<file path="src/rtl/mem_port_arbiter_pkg.sv">
// Shared definitions for the two-port memory arbiter: FSM state encoding,
// port index constants and the round-robin pick rule.
// Latency: n/a (types/functions only). Backpressure: n/a.
// Contents: arb_state_e, P_CPU/P_DMA, rr_pick().
package mem_port_arbiter_pkg;

   // IDLE -> BUSY -> RESP -> IDLE; the fourth code is unused and recovers to IDLE.
   typedef enum logic [1:0] {
      ST_IDLE = 2'd0,
      ST_BUSY = 2'd1,
      ST_RESP = 2'd2
   } arb_state_e;

   // Port index constants; a grant index is one of these.
   localparam logic P_CPU = 1'b0;
   localparam logic P_DMA = 1'b1;

   // Winner index for a two-way round-robin. When both request, the port that
   // was not served last wins; otherwise the single requester wins. The result
   // only matters when at least one request is present.
   function automatic logic rr_pick(input logic req0, input logic req1, input logic last);
      logic idx;
      if (req0 && req1) begin
         idx = ~last;
      end else begin
         idx = req1;
      end
      return idx;
   endfunction

endpackage

</file>
<file path="src/rtl/mem_port_arbiter_if.sv">
// Bundles the requester-side and memory-side signals of the arbiter.
// Latency: n/a (wires only). Backpressure: req held until ack (req/ack handshake).
// Ports (per signal, "slave" = arbiter view):
//   req0/req1, we0/we1, addr0/addr1, wdata0/wdata1 : requests into the arbiter
//   ack0/ack1, err0/err1, rdata                      : completion back to requesters
//   mem_en, mem_we, mem_addr, mem_wdata              : access strobe/data to memory
//   mem_rdata, mem_ready                             : memory response
interface mem_port_arbiter_if #(
   parameter int AW = 32,
   parameter int DW = 32
);
   // requester side
   logic          req0;
   logic          req1;
   logic          we0;
   logic          we1;
   logic [AW-1:0] addr0;
   logic [AW-1:0] addr1;
   logic [DW-1:0] wdata0;
   logic [DW-1:0] wdata1;
   logic          ack0;
   logic          ack1;
   logic          err0;
   logic          err1;
   logic [DW-1:0] rdata;

   // memory side
   logic          mem_en;
   logic          mem_we;
   logic [AW-1:0] mem_addr;
   logic [DW-1:0] mem_wdata;
   logic [DW-1:0] mem_rdata;
   logic          mem_ready;

   // master: the requesters plus the memory model (everything around the arbiter)
   modport master (
      output req0, req1, we0, we1, addr0, addr1, wdata0, wdata1,
      input  ack0, ack1, err0, err1, rdata,
      input  mem_en, mem_we, mem_addr, mem_wdata,
      output mem_rdata, mem_ready
   );

   // slave: the arbiter itself
   modport slave (
      input  req0, req1, we0, we1, addr0, addr1, wdata0, wdata1,
      output ack0, ack1, err0, err1, rdata,
      output mem_en, mem_we, mem_addr, mem_wdata,
      input  mem_rdata, mem_ready
   );

endinterface

</file>
<file path="src/rtl/mem_port_arbiter_rr_arb2.sv">
// Combinational two-way round-robin picker used by the arbiter in IDLE.
// Latency: zero (pure combinational). Backpressure: none, caller decides when to use the grant.
// Ports: i_req0/i_req1 requests, i_last index served last,
//        o_gnt_vld any request present, o_gnt_idx winning port index.
module mem_port_arbiter_rr_arb2
   import mem_port_arbiter_pkg::*;
(
   input  logic i_req0,
   input  logic i_req1,
   input  logic i_last,
   output logic o_gnt_vld,
   output logic o_gnt_idx
);

   assign o_gnt_vld = i_req0 | i_req1;
   assign o_gnt_idx = rr_pick(i_req0, i_req1, i_last);

endmodule

</file>
<file path="src/rtl/mem_port_arbiter.sv">
// Shares one single-ported memory between the CPU port (0) and the DMA/loader port (1).
// Latency: grant at the IDLE edge, ack two cycles after the request with a zero-wait memory;
//   each memory wait state adds a cycle, one IDLE bubble between transactions.
// Backpressure: requesters hold req until their ack pulse; memory stalls via mem_ready,
//   bounded by a timeout after 2**TMO_W-1 BUSY cycles (ack with err).
// Ports: i_clk, i_rst (async, active-high), io_bus (slave modport, see interface),
//        o_busy (high in any state other than IDLE).
module mem_port_arbiter
   import mem_port_arbiter_pkg::*;
#(
   parameter int AW    = 32,
   parameter int DW    = 32,
   parameter int TMO_W = 8
) (
   input  logic                  i_clk,
   input  logic                  i_rst,
   mem_port_arbiter_if.slave     io_bus,
   output logic                  o_busy
);

   arb_state_e       r_state;
   logic             r_last;       // port index that completed last
   logic             r_gnt;        // port index of the transaction in flight
   logic [TMO_W-1:0] r_cnt;        // BUSY cycles elapsed for this transaction
   logic             r_mem_en;
   logic             r_mem_we;
   logic [AW-1:0]    r_mem_addr;
   logic [DW-1:0]    r_mem_wdata;
   logic [DW-1:0]    r_rdata;
   logic             r_ack0;
   logic             r_ack1;
   logic             r_err0;
   logic             r_err1;

   logic             w_gnt_vld;
   logic             w_gnt_idx;
   logic             w_sel_we;
   logic [AW-1:0]    w_sel_addr;
   logic [DW-1:0]    w_sel_wdata;
   logic [TMO_W-1:0] w_cnt_nxt;
   logic             w_tmo;

   mem_port_arbiter_rr_arb2 u_rr (
      .i_req0    (io_bus.req0),
      .i_req1    (io_bus.req1),
      .i_last    (r_last),
      .o_gnt_vld (w_gnt_vld),
      .o_gnt_idx (w_gnt_idx)
   );

   // Request fields of the winning port, captured at the grant edge only.
   assign w_sel_we    = (w_gnt_idx == P_DMA) ? io_bus.we1    : io_bus.we0;
   assign w_sel_addr  = (w_gnt_idx == P_DMA) ? io_bus.addr1  : io_bus.addr0;
   assign w_sel_wdata = (w_gnt_idx == P_DMA) ? io_bus.wdata1 : io_bus.wdata0;

   // The timeout fires in the BUSY cycle that would bring the counter to
   // all-ones, so exactly 2**TMO_W-1 BUSY cycles are spent before giving up.
   assign w_cnt_nxt = r_cnt + 1'b1;
   assign w_tmo     = &w_cnt_nxt;

   always_ff @(posedge i_clk or posedge i_rst) begin
      if (i_rst) begin
         r_state     <= ST_IDLE;
         r_last      <= P_DMA;     // so that port 0 wins the first tie
         r_gnt       <= P_CPU;
         r_cnt       <= '0;
         r_mem_en    <= 1'b0;
         r_mem_we    <= 1'b0;
         r_mem_addr  <= '0;
         r_mem_wdata <= '0;
         r_rdata     <= '0;
         r_ack0      <= 1'b0;
         r_ack1      <= 1'b0;
         r_err0      <= 1'b0;
         r_err1      <= 1'b0;
      end else begin
         // ack/err are single-cycle pulses, only raised on the BUSY->RESP edge
         r_ack0 <= 1'b0;
         r_ack1 <= 1'b0;
         r_err0 <= 1'b0;
         r_err1 <= 1'b0;

         case (r_state)
            ST_IDLE: begin
               if (w_gnt_vld) begin
                  r_gnt       <= w_gnt_idx;
                  r_mem_en    <= 1'b1;
                  r_mem_we    <= w_sel_we;
                  r_mem_addr  <= w_sel_addr;
                  r_mem_wdata <= w_sel_wdata;
                  r_cnt       <= '0;
                  r_state     <= ST_BUSY;
               end
            end

            ST_BUSY: begin
               // mem_ready takes priority over a simultaneous timeout
               if (io_bus.mem_ready) begin
                  if (!r_mem_we) begin
                     r_rdata <= io_bus.mem_rdata;
                  end
                  r_mem_en <= 1'b0;
                  r_mem_we <= 1'b0;
                  r_ack0   <= (r_gnt == P_CPU);
                  r_ack1   <= (r_gnt == P_DMA);
                  r_state  <= ST_RESP;
               end else if (w_tmo) begin
                  r_mem_en <= 1'b0;
                  r_mem_we <= 1'b0;
                  r_ack0   <= (r_gnt == P_CPU);
                  r_ack1   <= (r_gnt == P_DMA);
                  r_err0   <= (r_gnt == P_CPU);
                  r_err1   <= (r_gnt == P_DMA);
                  r_state  <= ST_RESP;
               end else begin
                  r_cnt <= w_cnt_nxt;
               end
            end

            ST_RESP: begin
               // ack is visible this cycle; fairness pointer moves to the served port
               r_last  <= r_gnt;
               r_cnt   <= '0;
               r_state <= ST_IDLE;
            end

            default: begin
               r_state <= ST_IDLE;
            end
         endcase
      end
   end

   assign io_bus.ack0      = r_ack0;
   assign io_bus.ack1      = r_ack1;
   assign io_bus.err0      = r_err0;
   assign io_bus.err1      = r_err1;
   assign io_bus.rdata     = r_rdata;
   assign io_bus.mem_en    = r_mem_en;
   assign io_bus.mem_we    = r_mem_we;
   assign io_bus.mem_addr  = r_mem_addr;
   assign io_bus.mem_wdata = r_mem_wdata;
   assign o_busy           = (r_state != ST_IDLE);

endmodule

</file>
<file path="src/flat_wrapper.sv">
// flat-port wrapper written by rule: the top's interface ports become plain ports
module mem_port_arbiter_flat import mem_port_arbiter_pkg::*;
#(
   parameter int AW    = 32,
   parameter int DW    = 32,
   parameter int TMO_W = 8
)
  (i_clk, i_rst, o_busy, io_bus_req0, io_bus_req1, io_bus_we0, io_bus_we1, io_bus_addr0, io_bus_addr1, io_bus_wdata0, io_bus_wdata1, io_bus_ack0, io_bus_ack1, io_bus_err0, io_bus_err1, io_bus_rdata, io_bus_mem_en, io_bus_mem_we, io_bus_mem_addr, io_bus_mem_wdata, io_bus_mem_rdata, io_bus_mem_ready);
  mem_port_arbiter_if #(.AW(AW), .DW(DW)) io_bus_i ();
  input  logic i_clk;
  input  logic i_rst;
  output logic o_busy;
  input wire logic [$bits(io_bus_i.req0)-1:0] io_bus_req0;
  input wire logic [$bits(io_bus_i.req1)-1:0] io_bus_req1;
  input wire logic [$bits(io_bus_i.we0)-1:0] io_bus_we0;
  input wire logic [$bits(io_bus_i.we1)-1:0] io_bus_we1;
  input wire logic [$bits(io_bus_i.addr0)-1:0] io_bus_addr0;
  input wire logic [$bits(io_bus_i.addr1)-1:0] io_bus_addr1;
  input wire logic [$bits(io_bus_i.wdata0)-1:0] io_bus_wdata0;
  input wire logic [$bits(io_bus_i.wdata1)-1:0] io_bus_wdata1;
  output wire logic [$bits(io_bus_i.ack0)-1:0] io_bus_ack0;
  output wire logic [$bits(io_bus_i.ack1)-1:0] io_bus_ack1;
  output wire logic [$bits(io_bus_i.err0)-1:0] io_bus_err0;
  output wire logic [$bits(io_bus_i.err1)-1:0] io_bus_err1;
  output wire logic [$bits(io_bus_i.rdata)-1:0] io_bus_rdata;
  output wire logic [$bits(io_bus_i.mem_en)-1:0] io_bus_mem_en;
  output wire logic [$bits(io_bus_i.mem_we)-1:0] io_bus_mem_we;
  output wire logic [$bits(io_bus_i.mem_addr)-1:0] io_bus_mem_addr;
  output wire logic [$bits(io_bus_i.mem_wdata)-1:0] io_bus_mem_wdata;
  input wire logic [$bits(io_bus_i.mem_rdata)-1:0] io_bus_mem_rdata;
  input wire logic [$bits(io_bus_i.mem_ready)-1:0] io_bus_mem_ready;
  assign io_bus_i.req0 = io_bus_req0;
  assign io_bus_i.req1 = io_bus_req1;
  assign io_bus_i.we0 = io_bus_we0;
  assign io_bus_i.we1 = io_bus_we1;
  assign io_bus_i.addr0 = io_bus_addr0;
  assign io_bus_i.addr1 = io_bus_addr1;
  assign io_bus_i.wdata0 = io_bus_wdata0;
  assign io_bus_i.wdata1 = io_bus_wdata1;
  assign io_bus_ack0 = io_bus_i.ack0;
  assign io_bus_ack1 = io_bus_i.ack1;
  assign io_bus_err0 = io_bus_i.err0;
  assign io_bus_err1 = io_bus_i.err1;
  assign io_bus_rdata = io_bus_i.rdata;
  assign io_bus_mem_en = io_bus_i.mem_en;
  assign io_bus_mem_we = io_bus_i.mem_we;
  assign io_bus_mem_addr = io_bus_i.mem_addr;
  assign io_bus_mem_wdata = io_bus_i.mem_wdata;
  assign io_bus_i.mem_rdata = io_bus_mem_rdata;
  assign io_bus_i.mem_ready = io_bus_mem_ready;
  mem_port_arbiter #(.AW(AW), .DW(DW), .TMO_W(TMO_W)) u_core (.i_clk(i_clk), .i_rst(i_rst), .io_bus(io_bus_i), .o_busy(o_busy));
endmodule
</file>
<file path="config.mk">
export PLATFORM = sky130hd
export DESIGN_NAME = mem_port_arbiter_flat
export DESIGN_NICKNAME = d
export VERILOG_FILES = /design/src/rtl/mem_port_arbiter_pkg.sv /design/src/rtl/mem_port_arbiter_if.sv /design/src/rtl/mem_port_arbiter_rr_arb2.sv /design/src/rtl/mem_port_arbiter.sv /design/src/flat_wrapper.sv
export SDC_FILE = /design/constraint.sdc
export NUM_CORES = 1
export LEC_CHECK = 0
export CAP_MARGIN = 20
export CORE_MARGIN = 3
export CORE_UTILIZATION = 30
export CTS_CLUSTER_DIAMETER = 100
export DETAILED_ROUTE_END_ITERATION = 8
export GPL_ROUTABILITY_DRIVEN = 0
export PLACE_DENSITY_LB_ADDON = 0.3
export SYNTH_ARGS = -nofsm -noshare
export SYNTH_HDL_FRONTEND = slang
export SYNTH_SLANG_ARGS = --single-unit
</file>
<file path="constraint.sdc">
create_clock -name i_clk -period 3.9 [get_ports i_clk]
set_input_delay 0.39 -clock i_clk [delete_from_list [all_inputs] [get_ports i_clk]]
set_output_delay 0.39 -clock i_clk [all_outputs]
set_load 0.02 [all_outputs]
</file>
==> impl_metrics.tcl <==
set metrics [dict create \
    maxSlewHeadroom_pct 45.0 \
    required_ps 3510 \
    synthCells 430 \
    syn_nets 599 \
    leakage_nw 3.66 \
    final.setup_skew_ps 9.47 \
    start_kind "flip-flop" \
    port_buffers 269 \
    drc 0 \
    placed_cell_area_mm2 0.00797 \
    cts_setup_buffers 0 \
    worstSetupEndpointType "output port" \
    clock_latency_ps 410 \
    path_cells "or2_1 -> clkdlybuf4s50_1" \
    grt.total_usage_pct 15.9 \
    yosysWarnings 0 \
    cts_tree "done" \
    worstPathMaxFanout 6 \
    cts_root_buffer "clkbuf_16" \
    hpwl_um 11100 \
    drt_iter0_markers 163 \
    h-tree-depth 4 \
    p_int_mw 4.33 \
    gr-usage-met1_pct 18.0 \
    cp_top_family "buffers and inverters" \
    maxCapViolCount 0 \
    yosys.area.top_type "dfrtp_1" \
    grt_max_degree 65 \
    die_w_um 136 \
    r2r_cells 4 \
    rsz0062_at_grt "no" \
    pin_count 270 \
    fp.dieH_um 136 \
    initial_core_util_pct 31.2 \
    wl_per_cell_um 16.1 \
    setup_ws_ps 1840 \
    syn_avg_cell_area_um2 11.7 \
    synth_top_area_share_pct 56.0 \
    setup_viol 0 \
    p_clk_share_pct 24.1 \
    synth.most_common_cell "dfrtp_1" \
    ys.flop_type "dfrtp_1" \
    hold_viol 0 \
    core-area_mm2 0.0162 \
    holdWs_ps 443 \
    synthTopCellsByCount "113 x dfrtp_1, 67 x nand2_1, 66 x mux2i_1, 66 x o21ai_0, 35 x mux2_2" \
    core.rowCount 46 \
    clkSlewWorstSetupHoldPaths_ps 60 \
    p_comb_share_pct 45.4 \
    seq_power_share_pct 30.4 \
    cts_resized 0 \
    ir_drop_mv 0.389 \
    final.min_clock_period_ps 2060 \
    ant_nets 0 \
    drive_gt1_share_pct 11.1 \
    grt_pass1_vias 4470 \
    grt_util_met2_pct 28.0 \
    fin_util_pct 53.1 \
    clock_sinks 114 \
    r2r_start "u_core.r_state[1]" \
    reg2reg_to "u_core.io_bus.rdata[1]" \
    drt_first_pass_iters 4 \
    grt_pass1_wl_um 23000 \
    ys_types 42 \
    area_growth_syn_to_layout_pct 70.3 \
    cpPeakStageDelay_ps 560 \
    r2r_slack_ps 1960 \
    grt-ovfl-total 0 \
    dieArea_mm2 0.0184 \
    fmax_mhz 486 \
    worst_slew_pin_slew_ps 823 \
    period_share_pct 52.8 \
    final_cell_area_mm2 0.00860 \
    power_density_mw_per_mm2 779 \
    critPathSlowestCell "clkdlybuf4s50_1" \
    nFillCells 1408 \
    antenna_found_initial 1 \
    finalSetupTns_ps 0 \
    cts_hold_buf 0 \
    nNetsFinal 866 \
    slew_viol_final 0 \
    async_flop_share_pct 100 \
    vias_per_cell 4.54 \
    cp_num_buf_inv 1 \
    ys_seq_area_share_pct 56.5 \
    status "complete, no violations" \
    synth-edff-count 0 \
    grt.busiest_layer "met2" \
    wl_um 14900 \
    ys_top_cells_by_area "dfrtp_1 56%, mux2i_1 13%, mux2_2 7.8%, o21ai_0 6.5%, nand2_1 5.0%" \
    cts_buffers 17 \
    setup.worst_path.class "reg2out" \
    grt_use_met3_pct 5.20 \
    pre_cts_slack_ps 1620 \
    hp-class "in2async" \
    vias 4213 \
    ctsLongestPathBuffers 2 \
    swShare_pct 35.3 \
    crit_arrival_ps 1670 \
    switchingPower_mw 2.37 \
    synth-seq-cells 114 \
    synthesis.area_mm2 0.00505 \
]
==> per-stage QoR <==
stage	power, mW	instances
2_1_floorplan	3.62	430
3_3_place_gp	5.05	894
3_5_place_dp	5.14	894
4_1_cts	6.78	926
5_1_grt	7.08	927
6_report	6.69	927
==> cell families (layout without fill, tap and decap cells) <==
kind of cell,after synthesis,count (layout),synth area share [%]
adders and majority gates,2,2,0.496
AOI/OAI and AO/OA,83,83,9.25
and+or+nand+nor,94,94,8.35
other,0,1,0
xor gates and xnor gates,2,2,0.347
buffers and inverters,32,312,3.52
DFF,114,114,56.5
muxes,103,103,21.5
==> worst reg2reg max path: stages, from the launching register on <==
cell	delay (ps)
dfrtp_1	420
nand2b_1	340
nor3b_4	240
buf_4	400
mux2_2	410
==> worst max path at each step <==
stage          slack (ps)                    endpoint  cells past startpoint         startpoint
3_5_place_dp         1620  u_core.io_bus.mem_addr[30]                      4        io_bus_req0
5_1_grt              1780                      o_busy                      2  u_core.r_state[0]
3_3_place_gp         1670  u_core.io_bus.mem_wdata[2]                      4        io_bus_req0
2_1_floorplan         500          u_core.io_bus.ack0                      1              i_rst
4_1_cts              1820                      o_busy                      2  u_core.r_state[0]
6_report             1840                      o_busy                      2  u_core.r_state[0]
==> cell type report <==
cell class                      count  area, µm²  share of cell area, %
Antenna cell                        1       2.50                 0.0291
Clock buffer                       24        502                   5.84
Clock inverter                      8        124                   1.44
Inverter                            6       25.0                  0.291
Multi-Input combinational cell    284       2040                   23.7
Sequential cell                   114       2850                   33.2
Tap cell                          216        270                   3.14
Timing Repair Buffer              274       2780                   32.3
==> sequential cells by signal, indices dropped and copies added (netlist names) <==
register and flops:
u_core.io_bus.mem_wdata 32, u_core.io_bus.err1 1, u_core.io_bus.err0 1, u_core.r_state 2, u_core.io_bus.mem_we 1, u_core.io_bus.ack0 1, u_core.io_bus.ack1 1, u_core.r_last 1
u_core.r_cnt 8, u_core.r_gnt 1, u_core.io_bus.mem_addr 32, u_core.io_bus.mem_en 1, u_core.io_bus.rdata 32
==> cell usage in the layout, fill, tap and decap left out, drive strengths merged, types with 2 or more instances in the layout <==
cell / n
o21bai: 2
nand2b: 2
mux2i: 66
buf: 5
dfrtp: 113
and3: 2
clkbuf: 24
clkinvlp: 2
a21oi: 2
mux2: 37
nor3b: 2
nor2b: 2
a31oi: 2
o211ai: 4
a211o: 2
o21ai: 66
xor2: 2
bufinv: 3
nand3: 2
clkdlybuf4s50: 269
nand4: 2
nor2: 7
clkinv: 3
inv: 6
nand2: 67
ha: 2
==> layer usage <==
metal | vias up | wire length, µm
met3 | 20 | 1270
met1 | 1984 | 5760
met5 | - | 0
met4 | 0 | 260
li1 | 2047 | -
met2 | 162 | 7610
==> power groups by stage <==
| stage | Clock, mW | Combinational, mW | Sequential [mW] |
|---|---|---|---|
| floorplan | 0 | 0.966 | 2.65 |
| global placement | 0 | 3.02 | 2.03 |
| detailed placement | 0 | 3.08 | 2.06 |
| CTS | 1.65 | 3.09 | 2.04 |
| global route | 1.72 | 3.26 | 2.11 |
| finish | 1.62 | 3.04 | 2.04 |
Note: power is estimated with default switching activity, not from simulation.
